[config.mk]
export PLATFORM = sky130hd
export DESIGN_NAME = prefix_adder_pipe
export DESIGN_NICKNAME = d
export VERILOG_FILES = /design/src/rtl/prefix_adder_pipe.sv
export SDC_FILE = /design/constraint.sdc
export NUM_CORES = 1
export LEC_CHECK = 0
export CAP_MARGIN = 0
export CELL_PAD_IN_SITES_DETAIL_PLACEMENT = 1
export CELL_PAD_IN_SITES_GLOBAL_PLACEMENT = 2
export CORE_UTILIZATION = 36
export CTS_CLUSTER_DIAMETER = 120
export DETAILED_ROUTE_END_ITERATION = 16
export GPL_ROUTABILITY_DRIVEN = 0
export PLACE_DENSITY = 0.87
export SYNTH_ARGS = -nofsm -noshare
export SYNTH_HDL_FRONTEND = slang
export SYNTH_SLANG_ARGS = --single-unit
export TNS_END_PERCENT = 100
[constraint.sdc]
create_clock -name clk -period 8 [get_ports clk]
set_input_delay 1.2 -clock clk [delete_from_list [all_inputs] [get_ports clk]]
set_output_delay 1.2 -clock clk [all_outputs]
set_load 0.01 [all_outputs]
[src/rtl/prefix_adder_pipe.sv]
// prefix_adder_pipe: pipelined Kogge-Stone parallel-prefix adder with
// valid/ready flow control on both sides.
//
// Operands X/Y plus cin are reduced through clog2(WIDTH) prefix levels.
// STAGES register ranks split those levels, ceil(levels/STAGES) per rank.
// The last rank holds the registered S/cout/ovf. Latency is STAGES cycles
// and bubbles collapse.
//
// Handshake: a producer transfer happens on a cycle with in_valid && in_ready.
// A consumer transfer happens on a cycle with out_valid && out_ready.
// S/cout/ovf stay stable while out_valid && !out_ready. in_ready never
// depends on in_valid.
//
// Build option: define PPA_SUB_EN to add the sub port. With sub=1 the adder
// computes X - Y: Y is inverted and the carry-in is forced to 1. The sub bit
// is captured together with its operands.
module prefix_adder_pipe #(
  parameter int WIDTH  = 16,
  parameter int STAGES = 2
) (
  input  logic             clk,
  input  logic             rst,
  input  logic             in_valid,
  output logic             in_ready,
  input  logic [WIDTH-1:0] X,
  input  logic [WIDTH-1:0] Y,
  input  logic             cin,
`ifdef PPA_SUB_EN
  input  logic             sub,
`endif
  output logic             out_valid,
  input  logic             out_ready,
  output logic [WIDTH-1:0] S,
  output logic             cout,
  output logic             ovf
);

  localparam int LEVELS = $clog2(WIDTH);
  localparam int PER    = (LEVELS + STAGES - 1) / STAGES;

  // Group-generate after applying prefix levels [lo, hi) to (g, p).
  function automatic logic [WIDTH-1:0] ks_g(input logic [WIDTH-1:0] g_i,
                                            input logic [WIDTH-1:0] p_i,
                                            input int lo, input int hi);
    logic [WIDTH-1:0] g, p, g_n, p_n;
    g = g_i;
    p = p_i;
    for (int l = 0; l < LEVELS; l++) begin
      g_n = g;
      p_n = p;
      if (l >= lo && l < hi) begin
        for (int i = (1 << l); i < WIDTH; i++) begin
          g_n[i] = g[i] | (p[i] & g[i - (1 << l)]);
          p_n[i] = p[i] & p[i - (1 << l)];
        end
      end
      g = g_n;
      p = p_n;
    end
    return g;
  endfunction

  // Group-propagate after applying prefix levels [lo, hi).
  function automatic logic [WIDTH-1:0] ks_p(input logic [WIDTH-1:0] p_i,
                                            input int lo, input int hi);
    logic [WIDTH-1:0] p, p_n;
    p = p_i;
    for (int l = 0; l < LEVELS; l++) begin
      p_n = p;
      if (l >= lo && l < hi) begin
        for (int i = (1 << l); i < WIDTH; i++) begin
          p_n[i] = p[i] & p[i - (1 << l)];
        end
      end
      p = p_n;
    end
    return p;
  endfunction

  // Operand conditioning: the subtract option only touches Y and carry-in.
  logic [WIDTH-1:0] y_eff;
  logic             c_eff;
`ifdef PPA_SUB_EN
  assign y_eff = sub ? ~Y : Y;
  assign c_eff = cin | sub;
`else
  assign y_eff = Y;
  assign c_eff = cin;
`endif

  // lk_*[k] is the prefix state entering rank k.
  logic [WIDTH-1:0] lk_g  [STAGES];
  logic [WIDTH-1:0] lk_p  [STAGES];
  logic [WIDTH-1:0] lk_p0 [STAGES];
  logic             lk_c  [STAGES];

  assign lk_p0[0] = X ^ y_eff;
  assign lk_p[0]  = lk_p0[0];
  // Carry-in is folded into the bit-0 generate, so G[i:0] is the carry into bit i+1.
  assign lk_g[0]  = (X & y_eff) | {{(WIDTH-1){1'b0}}, lk_p0[0][0] & c_eff};
  assign lk_c[0]  = c_eff;

  logic [STAGES-1:0] v_q;
  logic [STAGES-1:0] ld;
  logic [STAGES-1:0] src_v;
  logic              room;

  // Rank k may load when it or any later rank is empty, or the consumer takes output.
  always_comb begin
    room = out_ready;
    ld   = '0;
    for (int k = STAGES - 1; k >= 0; k--) begin
      room  = room | ~v_q[k];
      ld[k] = room;
    end
  end

  generate
    if (STAGES > 1) begin : g_src_multi
      assign src_v = {v_q[STAGES-2:0], in_valid};
    end else begin : g_src_single
      assign src_v = in_valid;
    end
  endgenerate

  // Valid bits shift forward on load; reset clears all of them.
  always_ff @(posedge clk) begin
    if (rst) begin
      v_q <= '0;
    end else begin
      for (int k = 0; k < STAGES; k++) begin
        if (ld[k]) v_q[k] <= src_v[k];
      end
    end
  end

  assign in_ready  = !rst && ld[0];
  assign out_valid = v_q[STAGES-1];

  generate
    for (genvar k = 0; k < STAGES; k++) begin : g_rank
      localparam int LO     = k * PER;
      localparam int HI_RAW = (k + 1) * PER;
      localparam int HI     = (k == STAGES - 1) ? LEVELS :
                              ((HI_RAW < LEVELS) ? HI_RAW : LEVELS);

      logic             adv;
      logic [WIDTH-1:0] g_n;
      assign adv = ld[k] & src_v[k];
      assign g_n = ks_g(lk_g[k], lk_p[k], LO, HI);

      if (k < STAGES - 1) begin : g_mid
        logic [WIDTH-1:0] g_q, p_q, p0_q;
        logic             c_q;

        // Intermediate rank: capture partial prefix state only when a valid item advances.
        always_ff @(posedge clk) begin
          if (adv) begin
            g_q  <= g_n;
            p_q  <= ks_p(lk_p[k], LO, HI);
            p0_q <= lk_p0[k];
            c_q  <= lk_c[k];
          end
        end

        assign lk_g[k+1]  = g_q;
        assign lk_p[k+1]  = p_q;
        assign lk_p0[k+1] = p0_q;
        assign lk_c[k+1]  = c_q;
      end else begin : g_last
        logic [WIDTH-1:0] s_n;
        assign s_n = lk_p0[k] ^ {g_n[WIDTH-2:0], lk_c[k]};

        // Output rank: finish the prefix, form sum/carry/overflow, hold while stalled.
        always_ff @(posedge clk) begin
          if (rst) begin
            S    <= '0;
            cout <= 1'b0;
            ovf  <= 1'b0;
          end else if (adv) begin
            S    <= s_n;
            cout <= g_n[WIDTH-1];
            ovf  <= g_n[WIDTH-1] ^ g_n[WIDTH-2];
          end
        end
      end
    end
  endgenerate

endmodule
; ---- Word-level counts from Yosys, hierarchy flattened
; Index checks and enable logic that the tools add are counted.
[op_classes]
n_mux = 1
reduce_logical = 2
n_bitwise = 147
[op_table]
columns = cell, count
row1 = AND 1 bit, 89
row2 = OR 1 bit, 51
row3 = XOR 16 bit, 2
row4 = AND 16 bit, 1
row5 = OR 16 x 1 -> 16 bit, 1
row6 = two-way mux 15 bit, 1
row7 = NOT 1 bit, 2
row8 = logical AND 1 bit, 1
row9 = zero test 1 bit, 1
row10 = XOR 1 bit, 1
[word_totals]
reg_bits = 69
inputBits = 37
output_inout_bits = 20
word_cells = 159

; ---- Longest topological paths before layout
[depth]
ltp_word = 7
depth_mapped = 6
mapped_depth_nobuf = 5

; ---- Worst setup path after synthesis
; OpenSTA, ideal clock, no wires.
[synth_path]
path_type = input to register
startpoint = in out_ready
endpoint = reg g_rank[0].g_mid.c_q (enable)
required_time_ns = 7.483
setup_ns = 0.517
path_buffers = 0
stages = 2
t_arrival_ns = 4.574
setup_slack_ns = 2.909
cell_sequence = nor2b_1 > a21boi_0
[synth_via]
elab_chain_cells = 3
[synth_rtl]
columns = item, line
row1 = start: declaration, 32  ; input logic out_ready,
row2 = OR 1 bit (2 in series), 113  ; room = room | ~v_q[k];
row3 = AND 1 bit, 149  ; assign adv = ld[k] & src_v[k];
row4 = net g_rank[0].adv, 147  ; logic adv;
row5 = end signal: assignment, 162  ; c_q <= lk_c[k];
row6 = end: declaration, 154  ; logic c_q;
; The timed path passes the listed nets, and every way through them passes these cells.
; A chain may end at the register's enable or synchronous reset.

; ---- Worst setup path after layout
[layout_path]
startpoint = in rst
endpoint = out in_ready
[layout_via]
elab_chain_cells = 2
[layout_rtl]
columns = item, line
row1 = start: declaration, 22  ; input logic rst,
row2 = zero test 1 bit, 137  ; assign in_ready = !rst && ld[0];
row3 = logical AND 1 bit, 137
row4 = end: declaration, 24  ; output logic in_ready,
; No other way between the ends.

==> reports/metrics.yaml <==
status: "finished clean"
cp.arrival_ns: 3.17
dp_hpwl_um: 4850
regToRegSetupSlack_ns: 5.92
grt_usage_pct: 16.4
drv_slew: 0
layout_common_cells: "clkdlybuf4s50_1 (56), edfxtp_1 (45), nand2_1 (27)"
tightest_slew_ns: 1.18
critPathRequiredTime_ns: 6.80
nFillCells: 875
port_buffers: 56
yosysTopAreaCellShare_pct: 45.7
area_growth_pct: 27.5
cts_tree: "done"
synth_mux_area_share_pct: 0.338
synthXorXnorAreaFrac_pct: 2.96
drive_gt1_share_pct: 4.98
synth_simple_gate_area_share_pct: 14.7
grt_pass1_vias: 2187
max_freq_ghz: 0.229
synthAdderAreaFrac_pct: 6.77
start_util_pct: 37.7
num-nets-final: 369
async_flop_share_pct: 0
synthCells: 256
fp.dieW_um: 92.6
multi_input_area_um2: 1150
synth-main-ff-cell: "edfxtp_1"
hold_path_class: "reg -> reg"
ant_nets: 0
synth_compound_area_share_pct: 13.9
synth_edf_count: 45
post-cts-setup-buffers: 0
grt_max_degree: 46
wire_per_inst_um: 15.2
seq_area_um2: 1750
insertedDiodeCount: 0
synth_top_family_by_area: "simple AND/OR/NAND/NOR gates"
rows: 32
final_common_cell: "clkdlybuf4s50_1"
vias: 2179
cp-start-kind: "input port"
synth_nets: 309
dr.pass1.iters: 5
pin_count: 57
clockBufferDepth: 2
rsz0062_at_grt: "no"
ys_ff_latch: 65
antenna_found_initial: 0
setup_violations: 0
core_um2: 7850
drc: 0
die_height_um: 92.6
tns_ns: 0
grt_first_pass_wirelength_um: 10700
cts-hold-fix-buffers: 0
cts_root_buffer: "clkbuf_8"
ys_seq_area_share_pct: 59.2
viasPerCell: 5.15
ys_warn_count: 0
hold_viol_final: 0
slew_headroom_pct: 21.1
cp-end-kind: "output pin"
min_period_ns: 4.37
synth_area_leaders: "edfxtp_1 (46%), dfxtp_1 (14%), ha_1 (6.8%)"
place_inst: 407
cts_sinks: 65
yosysUniqueCellTypes: 35
grt_overflow: 0
h-tree-depth: 3
postCtsResizedCells: 0
synth_top_area_cell: "edfxtp_1"
die_area_um2: 8580
clkTransAtPathRegs_ns: 0.06
crit_fanout: 37
maxCapViolations: 0
clk_latency_ns: 0.33
drt-initial-drc-count: 84
fin_skew_ns: 0.00765
fin_cells: 423
wl_um: 6450
syn-cell-area_um2: 2960
cts_buffers: 9
crit_type: "in -> out"
vdd_ir_drop_max_mv: 0.0785
syn_area_per_cell_um2: 11.6
power.leakage_uw: 0.00138
fin_crit_sh_pct: 54.6
power.density_nw_per_um2: 200
-- through the flow --
stage | hold slack [ns] | area, um^2 | power [uW] | worst slack, ns | util (%)
3_3_place_gp | 0.446 | 3620 | 531 | 3.68 | 46.1
4_1_cts | 0.464 | 3770 | 761 | 3.64 | 48.1
3_5_place_dp | 0.455 | 3620 | 537 | 3.64 | 46.1
6_report | 0.457 | 3770 | 756 | 3.63 | 48.1
5_1_grt | 0.492 | 3770 | 789 | 3.49 | 48.1
2_1_floorplan | 0.476 | 2960 | 479 | 2.91 | -
-- flip-flops by register name (all words and copies together) (netlist names) --
signal / flops
g_rank.g_mid.p0_q: 15
g_rank.g_mid.g_q: 16
g_rank.g_mid.c_q: 1
g_rank.g_mid.p_q: 13
cout: 1
S: 16
ovf: 1
v_q: 2
-- final cells by class --
| type | instances | area share, % |
|---|---|---|
| Sequential cell | 65 | 46.4 |
| Inverter | 4 | 0.398 |
| Clock inverter | 5 | 0.597 |
| Timing Repair Buffer | 57 | 15.1 |
| Multi-Input combinational cell | 179 | 30.6 |
| Clock buffer | 11 | 3.48 |
| Tap cell | 102 | 3.38 |
-- per-layer routing --
layer / vias up / part of all wire, % / track usage [%] / routed length, um
li1: 1072 / - / - / -
met1: 1051 / 46 / 21.0 / 2980
met2: 49 / 49 / 27.3 / 3130
met3: 7 / 3.6 / 3.69 / 230
met4: 0 / 1.6 / 5.38 / 102
met5: - / 0 / 0 / 0
-- worst max-delay path: stages --
cell	delay, ns
clkdlybuf4s50_1	1.01
a21oi_1	0.35
clkdlybuf4s50_1	0.59
-- cell families (layout without fill, tap and decap cells) --
group / Yosys count / count (layout)
AOI/OAI and AO/OA: 67 / 67
muxes: 1 / 1
xor gates and xnor gates: 10 / 10
DFF: 65 / 65
adders and majority gates: 16 / 16
buffers and inverters: 12 / 77
and+or+nand+nor: 85 / 85
-- report_power, final --
group | internal, uW | switching (uW) | total, uW
combinational | 60.3 | 61.0 | 121
sequential | 391 | 15.5 | 407
clock | 109 | 119 | 227
-- cell usage after synthesis, types with 2 or more instances --
master and n:
o21ai_0 14, and4_1 2, ha_1 16, buf_2 2, or4_1 4, nor2b_1 4, a211oi_1 7, nand2_1 27
clkbuf_1 3, nor3b_1 3, dfxtp_1 20, inv_1 4, edfxtp_1 45, xnor2_1 9, nor4_1 3, a311o_1 3
nand2b_1 7, buf_4 2, o21ai_1 2, a21o_1 10, nor2_1 23, o311ai_0 2, o21bai_1 2, nand4b_1 4
nand3_1 4, a21oi_1 25
-- worst paths after layout --
path / start / end / cells past startpoint
max: rst / in_ready / 3
min reg2reg: S[6] / S[6] / 2
min: S[6] / S[6] / 2
max reg2reg: v_q[0] / S[13] / 3
No activity file was read; power rests on OpenSTA's default activity.
